`src/rtl/data_mem_ctrl_pkg.sv`:
```
// Shared types and helpers for the data memory controller.
package data_mem_ctrl_pkg;

  // Per-channel FSM state encoding
  typedef enum logic [2:0] {
    IDLE           = 3'd0,
    READ_WAITING   = 3'd1,
    WRITE_WAITING  = 3'd2,
    READ_RELAYING  = 3'd3,
    WRITE_RELAYING = 3'd4
  } chan_state_e;

  // Width of an index able to address n items (at least one bit)
  function automatic int unsigned idx_width(input int unsigned n);
    return (n > 1) ? $clog2(n) : 1;
  endfunction

endpackage

```
`src/rtl/mem_ctrl_channel.sv`:
```
// One memory channel: takes a granted consumer request, drives it onto the
// memory port, waits for the memory, then holds the consumer handshake until
// the consumer drops its valid.
module mem_ctrl_channel
  import data_mem_ctrl_pkg::*;
#(
  parameter int unsigned ADDR_BITS = 8,
  parameter int unsigned DATA_BITS = 8,
  parameter int unsigned IDX_BITS  = 2
) (
  input  logic                 clk,
  input  logic                 reset,
  input  logic                 grant,
  input  logic                 grant_read,
  input  logic [IDX_BITS-1:0]  grant_idx,
  input  logic [ADDR_BITS-1:0] grant_addr,
  input  logic [DATA_BITS-1:0] grant_data,
  input  logic                 consumer_valid,
  input  logic                 mem_read_ready,
  input  logic                 mem_write_ready,
  output logic                 mem_read_valid,
  output logic [ADDR_BITS-1:0] mem_read_address,
  output logic                 mem_write_valid,
  output logic [ADDR_BITS-1:0] mem_write_address,
  output logic [DATA_BITS-1:0] mem_write_data,
  output logic [IDX_BITS-1:0]  idx,
  output logic                 is_read,
  output logic                 idle_c,
  output logic                 read_done_c,
  output logic                 write_done_c,
  output logic                 release_c
);

  chan_state_e          state_q, state_d;
  logic                 rd_valid_d, wr_valid_d, is_read_d;
  logic [ADDR_BITS-1:0] rd_addr_d, wr_addr_d;
  logic [DATA_BITS-1:0] wr_data_d;
  logic [IDX_BITS-1:0]  idx_d;

  // State and registered memory-side outputs
  always_ff @(posedge clk or negedge reset) begin
    if (!reset) begin
      state_q           <= IDLE;
      mem_read_valid    <= 1'b0;
      mem_read_address  <= '0;
      mem_write_valid   <= 1'b0;
      mem_write_address <= '0;
      mem_write_data    <= '0;
      idx               <= '0;
      is_read           <= 1'b0;
    end else begin
      state_q           <= state_d;
      mem_read_valid    <= rd_valid_d;
      mem_read_address  <= rd_addr_d;
      mem_write_valid   <= wr_valid_d;
      mem_write_address <= wr_addr_d;
      mem_write_data    <= wr_data_d;
      idx               <= idx_d;
      is_read           <= is_read_d;
    end
  end

  // Next-state logic and consumer-side strobes
  always_comb begin
    state_d      = state_q;
    rd_valid_d   = mem_read_valid;
    rd_addr_d    = mem_read_address;
    wr_valid_d   = mem_write_valid;
    wr_addr_d    = mem_write_address;
    wr_data_d    = mem_write_data;
    idx_d        = idx;
    is_read_d    = is_read;
    read_done_c  = 1'b0;
    write_done_c = 1'b0;
    release_c    = 1'b0;
    idle_c       = (state_q == IDLE);
    case (state_q)
      IDLE: begin
        if (grant) begin
          idx_d     = grant_idx;
          is_read_d = grant_read;
          if (grant_read) begin
            rd_valid_d = 1'b1;
            rd_addr_d  = grant_addr;
            state_d    = READ_WAITING;
          end else begin
            wr_valid_d = 1'b1;
            wr_addr_d  = grant_addr;
            wr_data_d  = grant_data;
            state_d    = WRITE_WAITING;
          end
        end
      end
      READ_WAITING: begin
        if (mem_read_ready) begin
          rd_valid_d  = 1'b0;
          read_done_c = 1'b1;
          state_d     = READ_RELAYING;
        end
      end
      WRITE_WAITING: begin
        if (mem_write_ready) begin
          wr_valid_d   = 1'b0;
          write_done_c = 1'b1;
          state_d      = WRITE_RELAYING;
        end
      end
      READ_RELAYING, WRITE_RELAYING: begin
        if (!consumer_valid) begin
          release_c = 1'b1;
          state_d   = IDLE;
        end
      end
      default: state_d = IDLE;
    endcase
  end

endmodule

```
`src/rtl/data_mem_controller.sv`:
```
// Data memory controller: arbitrates core LSU read/write requests onto
// NUM_CHANNELS memory channels and relays results back to the cores.
// Optional macro DATA_MEM_CTRL_RR_ARB_EN: round-robin search start instead of
// fixed lowest-index-first priority.
module data_mem_controller
  import data_mem_ctrl_pkg::*;
#(
  parameter int unsigned ADDR_BITS     = 8,
  parameter int unsigned DATA_BITS     = 8,
  parameter int unsigned NUM_CONSUMERS = 4,
  parameter int unsigned NUM_CHANNELS  = 1
) (
  input  logic                               clk,
  input  logic                               reset,
  input  logic [NUM_CONSUMERS-1:0]           consumer_read_valid,
  input  logic [NUM_CONSUMERS*ADDR_BITS-1:0] consumer_read_address,
  output logic [NUM_CONSUMERS-1:0]           consumer_read_ready,
  output logic [NUM_CONSUMERS*DATA_BITS-1:0] consumer_read_data,
  input  logic [NUM_CONSUMERS-1:0]           consumer_write_valid,
  input  logic [NUM_CONSUMERS*ADDR_BITS-1:0] consumer_write_address,
  input  logic [NUM_CONSUMERS*DATA_BITS-1:0] consumer_write_data,
  output logic [NUM_CONSUMERS-1:0]           consumer_write_ready,
  output logic [NUM_CHANNELS-1:0]            mem_read_valid,
  output logic [NUM_CHANNELS*ADDR_BITS-1:0]  mem_read_address,
  input  logic [NUM_CHANNELS-1:0]            mem_read_ready,
  input  logic [NUM_CHANNELS*DATA_BITS-1:0]  mem_read_data,
  output logic [NUM_CHANNELS-1:0]            mem_write_valid,
  output logic [NUM_CHANNELS*ADDR_BITS-1:0]  mem_write_address,
  output logic [NUM_CHANNELS*DATA_BITS-1:0]  mem_write_data,
  input  logic [NUM_CHANNELS-1:0]            mem_write_ready
);

  localparam int unsigned IDX_BITS = idx_width(NUM_CONSUMERS);

  logic [ADDR_BITS-1:0]     rd_addr [NUM_CONSUMERS];
  logic [ADDR_BITS-1:0]     wr_addr [NUM_CONSUMERS];
  logic [DATA_BITS-1:0]     wr_data [NUM_CONSUMERS];
  logic [NUM_CONSUMERS-1:0] serving;
  logic [NUM_CONSUMERS-1:0] claimed;
  logic [IDX_BITS-1:0]      cand;
  int unsigned              start;

  logic [NUM_CHANNELS-1:0]  grant, grant_read;
  logic [NUM_CHANNELS-1:0]  chan_idle_c, chan_read_done_c, chan_write_done_c, chan_release_c;
  logic [NUM_CHANNELS-1:0]  chan_is_read, chan_valid;
  logic [IDX_BITS-1:0]      grant_idx [NUM_CHANNELS];
  logic [IDX_BITS-1:0]      chan_idx  [NUM_CHANNELS];
  logic [ADDR_BITS-1:0]     grant_addr [NUM_CHANNELS];
  logic [DATA_BITS-1:0]     grant_data [NUM_CHANNELS];

`ifdef DATA_MEM_CTRL_RR_ARB_EN
  logic [IDX_BITS-1:0]      rr_ptr, next_ptr;
`endif

  // Unflatten consumer request buses
  for (genvar j = 0; j < NUM_CONSUMERS; j++) begin : g_cons
    assign rd_addr[j] = consumer_read_address[j*ADDR_BITS +: ADDR_BITS];
    assign wr_addr[j] = consumer_write_address[j*ADDR_BITS +: ADDR_BITS];
    assign wr_data[j] = consumer_write_data[j*DATA_BITS +: DATA_BITS];
  end

  // Grant idle channels in ascending order; a claimed consumer is hidden from later channels
  always_comb begin
    grant      = '0;
    grant_read = '0;
    claimed    = '0;
    cand       = '0;
    for (int c = 0; c < NUM_CHANNELS; c++) grant_idx[c] = '0;
`ifdef DATA_MEM_CTRL_RR_ARB_EN
    start    = 32'(rr_ptr);
    next_ptr = rr_ptr;
`else
    start    = 0;
`endif
    for (int c = 0; c < NUM_CHANNELS; c++) begin
      for (int unsigned k = 0; k < NUM_CONSUMERS; k++) begin
        cand = IDX_BITS'((start + k) % NUM_CONSUMERS);
        if (chan_idle_c[c] && !grant[c] && !serving[cand] && !claimed[cand] &&
            (consumer_read_valid[cand] || consumer_write_valid[cand])) begin
          grant[c]      = 1'b1;
          grant_idx[c]  = cand;
          grant_read[c] = consumer_read_valid[cand];
          claimed[cand] = 1'b1;
`ifdef DATA_MEM_CTRL_RR_ARB_EN
          next_ptr      = IDX_BITS'((32'(cand) + 1) % NUM_CONSUMERS);
`endif
        end
      end
    end
  end

  // Channel instances with their request payload and handshake muxing
  for (genvar c = 0; c < NUM_CHANNELS; c++) begin : g_chan
    assign grant_addr[c] = grant_read[c] ? rd_addr[grant_idx[c]] : wr_addr[grant_idx[c]];
    assign grant_data[c] = wr_data[grant_idx[c]];
    assign chan_valid[c] = chan_is_read[c] ? consumer_read_valid[chan_idx[c]]
                                           : consumer_write_valid[chan_idx[c]];

    mem_ctrl_channel #(
      .ADDR_BITS (ADDR_BITS),
      .DATA_BITS (DATA_BITS),
      .IDX_BITS  (IDX_BITS)
    ) u_channel (
      .clk               (clk),
      .reset             (reset),
      .grant             (grant[c]),
      .grant_read        (grant_read[c]),
      .grant_idx         (grant_idx[c]),
      .grant_addr        (grant_addr[c]),
      .grant_data        (grant_data[c]),
      .consumer_valid    (chan_valid[c]),
      .mem_read_ready    (mem_read_ready[c]),
      .mem_write_ready   (mem_write_ready[c]),
      .mem_read_valid    (mem_read_valid[c]),
      .mem_read_address  (mem_read_address[c*ADDR_BITS +: ADDR_BITS]),
      .mem_write_valid   (mem_write_valid[c]),
      .mem_write_address (mem_write_address[c*ADDR_BITS +: ADDR_BITS]),
      .mem_write_data    (mem_write_data[c*DATA_BITS +: DATA_BITS]),
      .idx               (chan_idx[c]),
      .is_read           (chan_is_read[c]),
      .idle_c            (chan_idle_c[c]),
      .read_done_c       (chan_read_done_c[c]),
      .write_done_c      (chan_write_done_c[c]),
      .release_c         (chan_release_c[c])
    );
  end

  // Serving mask, consumer handshakes and returned read data
  always_ff @(posedge clk or negedge reset) begin
    if (!reset) begin
      serving              <= '0;
      consumer_read_ready  <= '0;
      consumer_write_ready <= '0;
      consumer_read_data   <= '0;
    end else begin
      for (int c = 0; c < NUM_CHANNELS; c++) begin
        if (grant[c]) serving[grant_idx[c]] <= 1'b1;
        if (chan_read_done_c[c]) begin
          consumer_read_ready[chan_idx[c]] <= 1'b1;
          consumer_read_data[chan_idx[c]*DATA_BITS +: DATA_BITS] <=
            mem_read_data[c*DATA_BITS +: DATA_BITS];
        end
        if (chan_write_done_c[c]) consumer_write_ready[chan_idx[c]] <= 1'b1;
        if (chan_release_c[c]) begin
          serving[chan_idx[c]]              <= 1'b0;
          consumer_read_ready[chan_idx[c]]  <= 1'b0;
          consumer_write_ready[chan_idx[c]] <= 1'b0;
        end
      end
    end
  end

`ifdef DATA_MEM_CTRL_RR_ARB_EN
  // Round-robin search start
  always_ff @(posedge clk or negedge reset) begin
    if (!reset) rr_ptr <= '0;
    else        rr_ptr <= next_ptr;
  end
`endif

endmodule

```
`config.mk`:
```
export PLATFORM = sky130hd
export DESIGN_NAME = data_mem_controller
export DESIGN_NICKNAME = d
export VERILOG_FILES = /design/src/rtl/data_mem_ctrl_pkg.sv /design/src/rtl/mem_ctrl_channel.sv /design/src/rtl/data_mem_controller.sv
export SDC_FILE = /design/constraint.sdc
export NUM_CORES = 1
export LEC_CHECK = 0
export BUFFER_PORTS_ARGS = -buffer_cell sky130_fd_sc_hd__buf_2
export CAP_MARGIN = 15
export CORE_ASPECT_RATIO = 0.8
export CORE_MARGIN = 4
export CORE_UTILIZATION = 35
export DETAILED_ROUTE_END_ITERATION = 10
export MAX_ROUTING_LAYER = met4
export REMOVE_ABC_BUFFERS = 1
export SYNTH_ARGS = -nofsm -noshare
export SYNTH_HDL_FRONTEND = slang
export SYNTH_SLANG_ARGS = --single-unit
```
`constraint.sdc`:
```
create_clock -name clk -period 4.35 [get_ports clk]
set_input_delay 0.87 -clock clk [delete_from_list [all_inputs] [get_ports clk]]
set_output_delay 0.87 -clock clk [all_outputs]
set_load 0.05 [all_outputs]
```
## Word-level counts from Yosys, hierarchy flattened

Index checks and enable logic that the tools add are counted.

- Register bits: 76

- Multiplexer cells: 57
- Order comparisons: 5
- Bitwise logic cells: 9
- Equality and inequality tests: 10
- Reductions and logical operators: 34
- Shifts and indexed selects: 2
- $add $sub $neg: 1

Operators by type and width:

| cell | count |
|---|---|
| $mux 8 | 7 |
| $bmux 8 s2 | 3 |
| $neg 5->34 | 1 |
| $shift 8x34->32 const A | 1 |
| $shiftx 8x34->32 | 1 |
| $bwmux 32 | 1 |
| $mux 1 | 26 |
| $mux 4 | 6 |
| $logic_and 1x1->1 | 13 |
| $and 4x4->4 | 3 |
| $mux 3 | 4 |
| $or 4x4->4 | 3 |
| $pmux 3 s4 | 1 |
| $reduce_and 4->1 | 3 |
| $ne 2x2->1 const B | 4 |
| $logic_not 1->1 | 7 |
| $eq 3x2->1 const B | 2 |
| $lt 2x3->1 const B | 2 |
| $mux 2 | 3 |
| $reduce_and 3->1 | 2 |
| $bmux 1 s2 | 2 |
| $demux 1 s2 | 2 |
| $ge 2x1->1 const B | 2 |
| $logic_or 1x1->1 | 4 |
| 12 further kinds | 15 |

## Logic depth before layout (Yosys ltp)

Gate-level depths: netlist (run 1).

- Word-level depth: 27
- Mapped depth: 8

## Modules after synthesis

From an unflattened synthesis (run 1), not the netlist that was laid out.

- Cell total of the unflattened synthesis: 343
- Area, all modules: 4036.4 um^2

By module, submodules not included:

| module | seq. area each (um^2) | cells an instance | times used | area an instance (um^2) |
|---|---|---|---|---|
| data_mem_controller | 1101.1 | 240 | 1 | 2633.8 |
| mem_ctrl_channel | 800.8 | 103 | 1 | 1402.6 |

## Worst setup path after synthesis (run 1)

OpenSTA, ideal clock, no wires.

- Path type: input -> register
- Start: in consumer_write_valid[0]
- End: reg g_chan[0].u_channel.mem_write_address[1]
- Stages on the path: 6
- Buffers on the path: 1
- Arrival time: 2307 ps
- Slack: 1917 ps
- Data required time: 4225 ps
- Cells stage by stage: o21ba_2 -> a311oi_2 -> o32ai_4 -> a21oi_4 -> buf_6 -> mux2_4

- Longest elaborated chain between the ends: 23
- Elaborated cells between the ends (all ways): 35

Ends and longest elaborated chain:

| item | RTL line | source |
|---|---|---|
| start, declared | data_mem_controller.sv:19 | `input logic [NUM_CONSUMERS-1:0] consumer_write_valid,` |
| $logic_or 1x1->1 * | data_mem_controller.sv:79 | `(consumer_read_valid[cand] \|\| consumer_write_valid[cand])) begin` |
| $logic_and 1x1->1 * | data_mem_controller.sv:78 | `if (chan_idle_c[c] && !grant[c] && !serving[cand] && !claimed[cand] &&` |
| $mux 1 | data_mem_controller.sv:78 |  |
| $logic_not 1->1 | data_mem_controller.sv:78 |  |
| $logic_and 1x1->1 (3 in series) | data_mem_controller.sv:78 |  |
| $mux 1 | data_mem_controller.sv:78 |  |
| $logic_not 1->1 | data_mem_controller.sv:78 |  |
| $logic_and 1x1->1 (3 in series) | data_mem_controller.sv:78 |  |
| $mux 1 | data_mem_controller.sv:78 |  |
| $logic_not 1->1 | data_mem_controller.sv:78 |  |
| $logic_and 1x1->1 (3 in series) | data_mem_controller.sv:78 |  |
| $mux 2 | data_mem_controller.sv:78 |  |
| $not 2->3 (not written as such) | data_mem_controller.sv:94 | `assign grant_addr[c] = grant_read[c] ? rd_addr[grant_idx[c]] : wr_addr[grant_idx[c]];` |
| $bmux 8 s2 | data_mem_controller.sv:94 |  |
| $mux 8 (not written as such) (2 in series) | data_mem_controller.sv:94 |  |
| $mux 8 | data_mem_controller.sv:94 |  |
| end signal, assigned | mem_ctrl_channel.sv:56 | `mem_write_address <= wr_addr_d;` |
| end, declared | mem_ctrl_channel.sv:24 | `output logic [ADDR_BITS-1:0] mem_write_address,` |

Mark *: on every way between the ends. The rest lies on a longest branch, timed or not. The select of a mux whose other input is x is not followed.
A chain may end at the register's enable or synchronous reset.

## Final worst setup path (run 1)

- Start: in consumer_write_valid[0]
- End: reg g_chan[0].u_channel.mem_write_data[6]

- Longest elaborated chain between the ends: 22
- Elaborated cells between the ends (all ways): 31

Ends and longest elaborated chain:

| item | RTL line | source |
|---|---|---|
| $logic_or 1x1->1 * | data_mem_controller.sv:79 |  |
| $logic_and 1x1->1 * | data_mem_controller.sv:78 |  |
| $mux 1 | data_mem_controller.sv:78 |  |
| $logic_not 1->1 | data_mem_controller.sv:78 |  |
| $logic_and 1x1->1 (3 in series) | data_mem_controller.sv:78 |  |
| $mux 1 | data_mem_controller.sv:78 |  |
| $logic_not 1->1 | data_mem_controller.sv:78 |  |
| $logic_and 1x1->1 (3 in series) | data_mem_controller.sv:78 |  |
| $mux 1 | data_mem_controller.sv:78 |  |
| $logic_not 1->1 | data_mem_controller.sv:78 |  |
| $logic_and 1x1->1 (3 in series) | data_mem_controller.sv:78 |  |
| $mux 2 | data_mem_controller.sv:78 |  |
| $not 2->3 (not written as such) | data_mem_controller.sv:95 | `assign grant_data[c] = wr_data[grant_idx[c]];` |
| $bmux 8 s2 | data_mem_controller.sv:95 |  |
| $mux 8 (not written as such) (2 in series) | data_mem_controller.sv:95 |  |
| end signal, assigned | mem_ctrl_channel.sv:57 | `mem_write_data <= wr_data_d;` |
| end, declared | mem_ctrl_channel.sv:25 | `output logic [DATA_BITS-1:0] mem_write_data,` |

Marks and branches as above.

==> out/metrics.json, run 1 <==
{
  "run_status": "complete, no violations",
  "hold_path_class": "register to register",
  "synth-seq-area-share_pct": 47.2,
  "synth_edf_count": 0,
  "synth_top_flop_cell": "sky130_fd_sc_hd__dfrtp_1",
  "timing.critical_path.arrival_ns": 2.92,
  "reg2reg_setup_slack_ns": 1.75,
  "io_pins": 182,
  "core_region_area_mm2": 0.0111,
  "cts_num_sinks": 76,
  "ff_latch_count_synth": 76,
  "setup.worst_path.end_class": "register",
  "timing.final.setup_violations": 0,
  "worst_clock_skew_ns": 0.00417,
  "startpoint": "consumer_write_valid[0]",
  "mostFrequentLayoutCells": "180 x sky130_fd_sc_hd__buf_2, 91 x sky130_fd_sc_hd__nand2_1, 76 x sky130_fd_sc_hd__dfrtp_1, 49 x sky130_fd_sc_hd__o21ai_0, 29 x sky130_fd_sc_hd__a21oi_1",
  "avgViaCountPerCell": 5.28,
  "cellPowerDensity_mw_per_mm2": 851,
  "fin_worst_hold_slack_ns": 0.475,
  "dp_hpwl_um": 9680,
  "maximum_number_of_pins_on_one_net_before_global_route_repair": 77,
  "path_clk_slew_ns": 0.06,
  "drt_pass1_iterations": 5,
  "power.leakage_uw": 0.00253,
  "antennaDiodeCount": 0,
  "final-hold-violation-count": 0,
  "start_util_pct": 36.4,
  "floorplan.rows": 34,
  "slew_viol_final": 0,
  "timing_worst_setup_path_type": "input pin to register",
  "maxCapViolCount": 0,
  "post_route_cells_drive_above_1_share_pct": 38.7,
  "globalplace.congestion": 0.934,
  "floorplan.die.height_um": 104,
  "post_layout_minimum_cycle_time_ns": 2.71,
  "layout_commonest_cell": "sky130_fd_sc_hd__buf_2",
  "cts-root-buf": "sky130_fd_sc_hd__clkbuf_16",
  "final_antenna_net_count": 0,
  "rsz0062_at_grt": "no",
  "detail_route.iter0.violations": 321,
  "post-route-drc-count": 0,
  "crit_end": "g_chan[0].u_channel.mem_write_data[6]$_DFFE_PN0P_",
  "port-buffer-count": 181,
  "asyncSetResetFlopFracSynth_pct": 100,
  "postRouteWirelength_um": 12600,
  "finalCritPeriodShare_pct": 62.2,
  "route.vias.total": 3916,
  "post_cts_setup_buffers": 0,
  "globalRouteTotalUtil_pct": 19.2,
  "cts_made_buffers": 9,
  "cts_tree": "yes",
  "fin_tns_setup_ns": 0,
  "critPathRequiredTime_ns": 4.56,
  "crit_path_start_kind": "input pin",
  "ctsResizeCount": 0,
  "synthToLayoutAreaGrowth_pct": 31.3,
  "grt_util_met1_pct": 25.5,
  "r2r-start": "g_chan[0].u_channel.idx[0]$_DFFE_PN0P_",
  "die_area_mm2": 0.0133,
  "routed_wire_length_per_instance_um": 17.0,
  "grt_pass1_vias": 3932,
  "worst_case_vdd_ir_drop_v": 0.000315,
  "reg2reg_to": "serving[2]$_DFF_PN0_",
  "die_width_um": 128,
  "cts-htree-levels": 3,
  "synth.lib_cells_used.distinct": 52,
  "grt_pass1_wl_um": 19900,
  "worst_slew_slack_as_a_fraction_of_its_limit_pct": 27.7,
  "grt_antenna_before_repair": 0,
  "r2r.worst_path.cells": 4,
  "clock_latency_at_the_later_pin_of_the_worst_skew_pair_ns": 0.33,
  "synth.avg_cell_area_um2": 9.61,
  "syn_area_mm2": 0.00403,
  "grt_use_met2_pct": 30.0,
  "path_max_fanout": 20,
  "achievable_frequency_ghz": 0.369,
  "synthesis.instances": 419,
  "grt_util_met3_pct": 4.00,
  "grt_overflow": 0,
  "cts_hold_buf": 0,
  "cts_buffer_depth": 2,
  "ys.warnings.count": 0,
  "layout.nets": 716,
  "worstMarginPinSlew_ns": 1.08,
  "grt_busiest_layer": "met2"
}
power by group:
group	total, µW	switching, µW	internal (µW)
Combinational	2550	1800	758
Sequential	1250	227	1020
Clock	698	283	416
Total	4500	2310	2190
how the worst min path moves through the flow:
stage | from | to | slack, ns | depth (start not counted)
2_1_floorplan | serving[3]$_DFF_PN0_ | serving[3]$_DFF_PN0_ | 0.50 | 2
3_3_place_gp | consumer_read_data[18]$_DFFE_PN0P_ | consumer_read_data[18]$_DFFE_PN0P_ | 0.46 | 2
3_5_place_dp | consumer_read_data[7]$_DFFE_PN0P_ | consumer_read_data[7]$_DFFE_PN0P_ | 0.47 | 2
4_1_cts | consumer_read_data[7]$_DFFE_PN0P_ | consumer_read_data[7]$_DFFE_PN0P_ | 0.48 | 2
5_1_grt | consumer_read_data[18]$_DFFE_PN0P_ | consumer_read_data[18]$_DFFE_PN0P_ | 0.51 | 2
6_report | consumer_read_data[7]$_DFFE_PN0P_ | consumer_read_data[7]$_DFFE_PN0P_ | 0.48 | 2
final cells by class:
class,instances,area [µm²]
Inverter,6,22.5
Fill cell,1097,5780
Clock inverter,4,23.8
Timing Repair Buffer,183,923
Tap cell,144,180
Clock buffer,12,256
Sequential cell,76,1900
Multi-Input combinational cell,316,1980
flip-flops by register name, indices dropped and copies added (netlist names), named ones only:
| register | cells |
|---|---|
| consumer_read_data | 32 |
| consumer_read_ready | 4 |
| consumer_write_ready | 1 |
| g_chan.u_channel.idx | 2 |
| g_chan.u_channel.is_read | 1 |
| g_chan.u_channel.mem_read_address | 8 |
| g_chan.u_channel.mem_read_valid | 1 |
| g_chan.u_channel.mem_write_address | 8 |
| g_chan.u_channel.mem_write_data | 8 |
| g_chan.u_channel.mem_write_valid | 1 |
| g_chan.u_channel.state_q | 3 |
| serving | 4 |
worst max-delay path: stages:
cell and delay (ns):
sky130_fd_sc_hd__buf_2 0.12, sky130_fd_sc_hd__o21ba_2 0.28, sky130_fd_sc_hd__a311oi_2 0.33, sky130_fd_sc_hd__o32ai_4 0.13
sky130_fd_sc_hd__buf_4 0.22, sky130_fd_sc_hd__a21oi_4 0.55, sky130_fd_sc_hd__mux2_2 0.42
synthesized netlist by cell type (all sizes together), types with 2 or more instances:
cell,number,area [µm²]
a32oi,8,70.1
and2,2,12.5
a22oi,9,67.6
ha,8,100
clkbuf,9,33.8
a22o,7,61.3
o21bai,3,22.5
o21ba,4,40.0
or3,2,12.5
a21oi,30,161
buf,12,91.3
a221oi,9,78.8
a31oi,9,56.3
nor3b,4,30.0
nand2b,2,12.5
dfrtp,76,1900
nor2b,3,18.8
nor3,4,36.3
mux2,16,210
nor2,19,73.8
nand3,16,80.1
o21ai,52,268
nand2,91,342
a21boi,2,15.0
inv,6,22.5
mux4,2,45.0
stage by stage:
| step | instances | cell area (µm²) | utilization (%) | total power (µW) | setup slack (ns) |
|---|---|---|---|---|---|
| 2_1_floorplan | 398 | 3900 | - | 3140 | 1.69 |
| 3_3_place_gp | 725 | 5000 | 45.2 | 3770 | 1.36 |
| 3_5_place_dp | 725 | 5000 | 45.2 | 3820 | 1.29 |
| 4_1_cts | 741 | 5290 | 47.8 | 4530 | 1.65 |
| 5_1_grt | 741 | 5290 | 47.8 | 4770 | 1.48 |
| 6_report | 741 | 5290 | 47.8 | 4500 | 1.64 |
routing by layer:
| layer | part of all wire, % | wire, µm |
|---|---|---|
| met1 | 45 | 5640 |
| met2 | 49 | 6150 |
| met3 | 5.5 | 694 |
| met4 | 0.90 | 114 |
| met5 | 0 | 0 |
logic make-up after synthesis:
group	share of synthesized area, %
AND/OR/NAND/NOR	16.4
multiplexers	6.59
AO/OA/AOI/OAI	23.6
flip-flops	47.2
buffers and inverters	3.67
adder cells (fa/ha/maj)	2.49
(Power assumes the default switching activity.)
==> run 2: changes to the inputs <==
clock period = 2.6 ns   (was 4.35 ns; I/O delays follow)
==> run 2 against run 1 <==
  * Die area is the same
  * Clock power increased by 82%
  * Combinational power is 75% higher
  * Routed wire length fell by 0.16%
  * Worst setup slack got worse by 1.3 ns
  * Final cell count increased by 2.3%
  * Final area increased by 3.3%
  * Sequential share of layout area is 1.2 points lower
  * Core utilization is 1.6 points higher
==> out/metrics.json, run 2 (synthesis results as in run 1) <==
{
  "cts-htree-levels": 3,
  "final-hold-violation-count": 0,
  "rsz0062_at_grt": "no",
  "grt_pass1_wl_um": 20300,
  "achievable_frequency_ghz": 0.438,
  "r2r.worst_path.cells": 5,
  "detail_route.iter0.violations": 295,
  "post_route_cells_drive_above_1_share_pct": 40.4,
  "worstMarginPinSlew_ns": 0.775,
  "largest_register_ff_count": 32,
  "clock_latency_at_the_later_pin_of_the_worst_skew_pair_ns": 0.33,
  "mostFrequentLayoutCells": "180 x sky130_fd_sc_hd__buf_2, 91 x sky130_fd_sc_hd__nand2_1, 76 x sky130_fd_sc_hd__dfrtp_1, 49 x sky130_fd_sc_hd__o21ai_0, 29 x sky130_fd_sc_hd__a21oi_1",
  "post_cts_setup_buffers": 0,
  "power.leakage_uw": 0.00263,
  "fin_total_pwr_uw": 7790,
  "hold_path_class": "input pin to asynchronous set/reset pin",
  "postRouteWirelength_um": 12600,
  "cts_hold_buf": 0,
  "final_antenna_net_count": 0,
  "synthToLayoutAreaGrowth_pct": 35.6,
  "timing.critical_path.arrival_ns": 2.55,
  "regArea_mm2": 0.00190,
  "floorplan.rows": 34,
  "route.vias.total": 3959,
  "r2r-start": "g_chan[0].u_channel.state_q[2]$_DFFE_PN0P_",
  "slew_viol_final": 0,
  "finalCritPeriodShare_pct": 87.8,
  "crit_path_start_kind": "register",
  "avgViaCountPerCell": 5.22,
  "path_clk_slew_ns": 0.06,
  "dp_hpwl_um": 9780,
  "layoutNonFillerInstCount": 758,
  "path_max_fanout": 10,
  "core_region_area_mm2": 0.0111,
  "grt_pass1_vias": 3881,
  "layout.nets": 733,
  "cts_tree": "yes",
  "antennaDiodeCount": 0,
  "critPathRequiredTime_ns": 2.87,
  "cellPowerDensity_mw_per_mm2": 1430,
  "die_area_mm2": 0.0133,
  "grt_antenna_before_repair": 0,
  "reg2reg_to": "g_chan[0].u_channel.mem_write_address[4]$_DFFE_PN0P_",
  "cts_made_buffers": 9,
  "cts-root-buf": "sky130_fd_sc_hd__clkbuf_16",
  "n_fill_cell": 1058,
  "io_pins": 182,
  "timing_worst_setup_path_type": "register to register",
  "floorplan.die.height_um": 104,
  "start_util_pct": 36.4,
  "post_layout_minimum_cycle_time_ns": 2.28,
  "run_status": "complete, no violations",
  "fin_tns_setup_ns": 0,
  "drt_pass1_iterations": 5,
  "layout_commonest_cell": "sky130_fd_sc_hd__buf_2",
  "routed_wire_length_per_instance_um": 16.6,
  "worst_slew_slack_as_a_fraction_of_its_limit_pct": 48.1,
  "cts_num_sinks": 76,
  "port-buffer-count": 181,
  "setup.worst_path.end_class": "register",
  "die_width_um": 128,
  "worst_clock_skew_ns": 0.00751,
  "timing.final.setup_violations": 0,
  "grt_overflow": 0,
  "multiInputGateArea_mm2": 0.00198,
  "cts_buffer_depth": 2,
  "placed_cells": 742,
  "worst_case_vdd_ir_drop_v": 0.000635,
  "reg2reg_setup_slack_ns": 0.32,
  "maximum_number_of_pins_on_one_net_before_global_route_repair": 42,
  "ctsResizeCount": 0,
  "globalRouteTotalUtil_pct": 19.6,
  "post-route-drc-count": 0,
  "globalplace.congestion": 0.931,
  "registers.top_by_ff_count": "consumer_read_data",
  "maxCapViolCount": 0
}
run 2: worst max-delay path by stage:
stage / start / endpoint / slack [ns] / cells past startpoint
after global routing: g_chan[0].u_channel.state_q[2]$_DFFE_PN0P_ / g_chan[0].u_channel.mem_write_address[4]$_DFFE_PN0P_ / 0.12 / 5
after detailed placement: g_chan[0].u_channel.state_q[2]$_DFFE_PN0P_ / g_chan[0].u_channel.mem_write_address[4]$_DFFE_PN0P_ / 0.34 / 5
after global placement: consumer_write_valid[0] / g_chan[0].u_channel.mem_write_data[2]$_DFFE_PN0P_ / 0.41 / 7
after floorplan: consumer_write_valid[1] / g_chan[0].u_channel.mem_write_address[1]$_DFFE_PN0P_ / 0.29 / 5
final: g_chan[0].u_channel.state_q[2]$_DFFE_PN0P_ / g_chan[0].u_channel.mem_write_address[4]$_DFFE_PN0P_ / 0.32 / 5
after CTS: g_chan[0].u_channel.state_q[2]$_DFFE_PN0P_ / g_chan[0].u_channel.mem_write_address[4]$_DFFE_PN0P_ / 0.31 / 5
run 2: layer usage:
layer / wire (µm) / part of all wire (%) / global-route usage, % / vias to the layer above
li1: - / - / - / 1904
met2: 6120 / 49 / 29.7 / 105
met5: 0 / 0 / - / -
met4: 184 / 1.5 / 5.91 / 0
met3: 605 / 4.8 / 3.70 / 13
met1: 5670 / 45 / 26.7 / 1937
run 2: power by group:
part           total (µW)  switching, µW  internal [µW]
sequential           2050            345           1700
combinational        4460           3050           1410
clock                1270            479            793
total                7790           3880           3910
run 2: worst max-delay path: stages, from the launching register on:
cell,delay (ns)
sky130_fd_sc_hd__dfrtp_1,0.47
sky130_fd_sc_hd__or3_1,0.59
sky130_fd_sc_hd__nor2_1,0.66
sky130_fd_sc_hd__a221oi_1,0.11
sky130_fd_sc_hd__o21ai_0,0.23
sky130_fd_sc_hd__mux2_4,0.17
run 2: final cells by class:
| cell class | count | share of cell area, % |
|---|---|---|
| timing repair buffer | 200 | 19.7 |
| clock buffer | 12 | 4.70 |
| multi-input combinational | 316 | 36.2 |
| clock inverter | 4 | 0.871 |
| inverter | 6 | 0.412 |
| tap | 144 | 3.30 |
| sequential | 76 | 34.8 |
run 2: through the flow:
stage	worst slack, ns	hold WS [ns]	instance area (µm²)	utilization [%]
2_1_floorplan	0.294	0.224	3900	-
3_3_place_gp	0.410	0.461	5160	46.6
3_5_place_dp	0.339	0.469	5160	46.6
4_1_cts	0.314	0.190	5460	49.4
5_1_grt	0.117	0.210	5460	49.4
6_report	0.318	0.178	5460	49.4
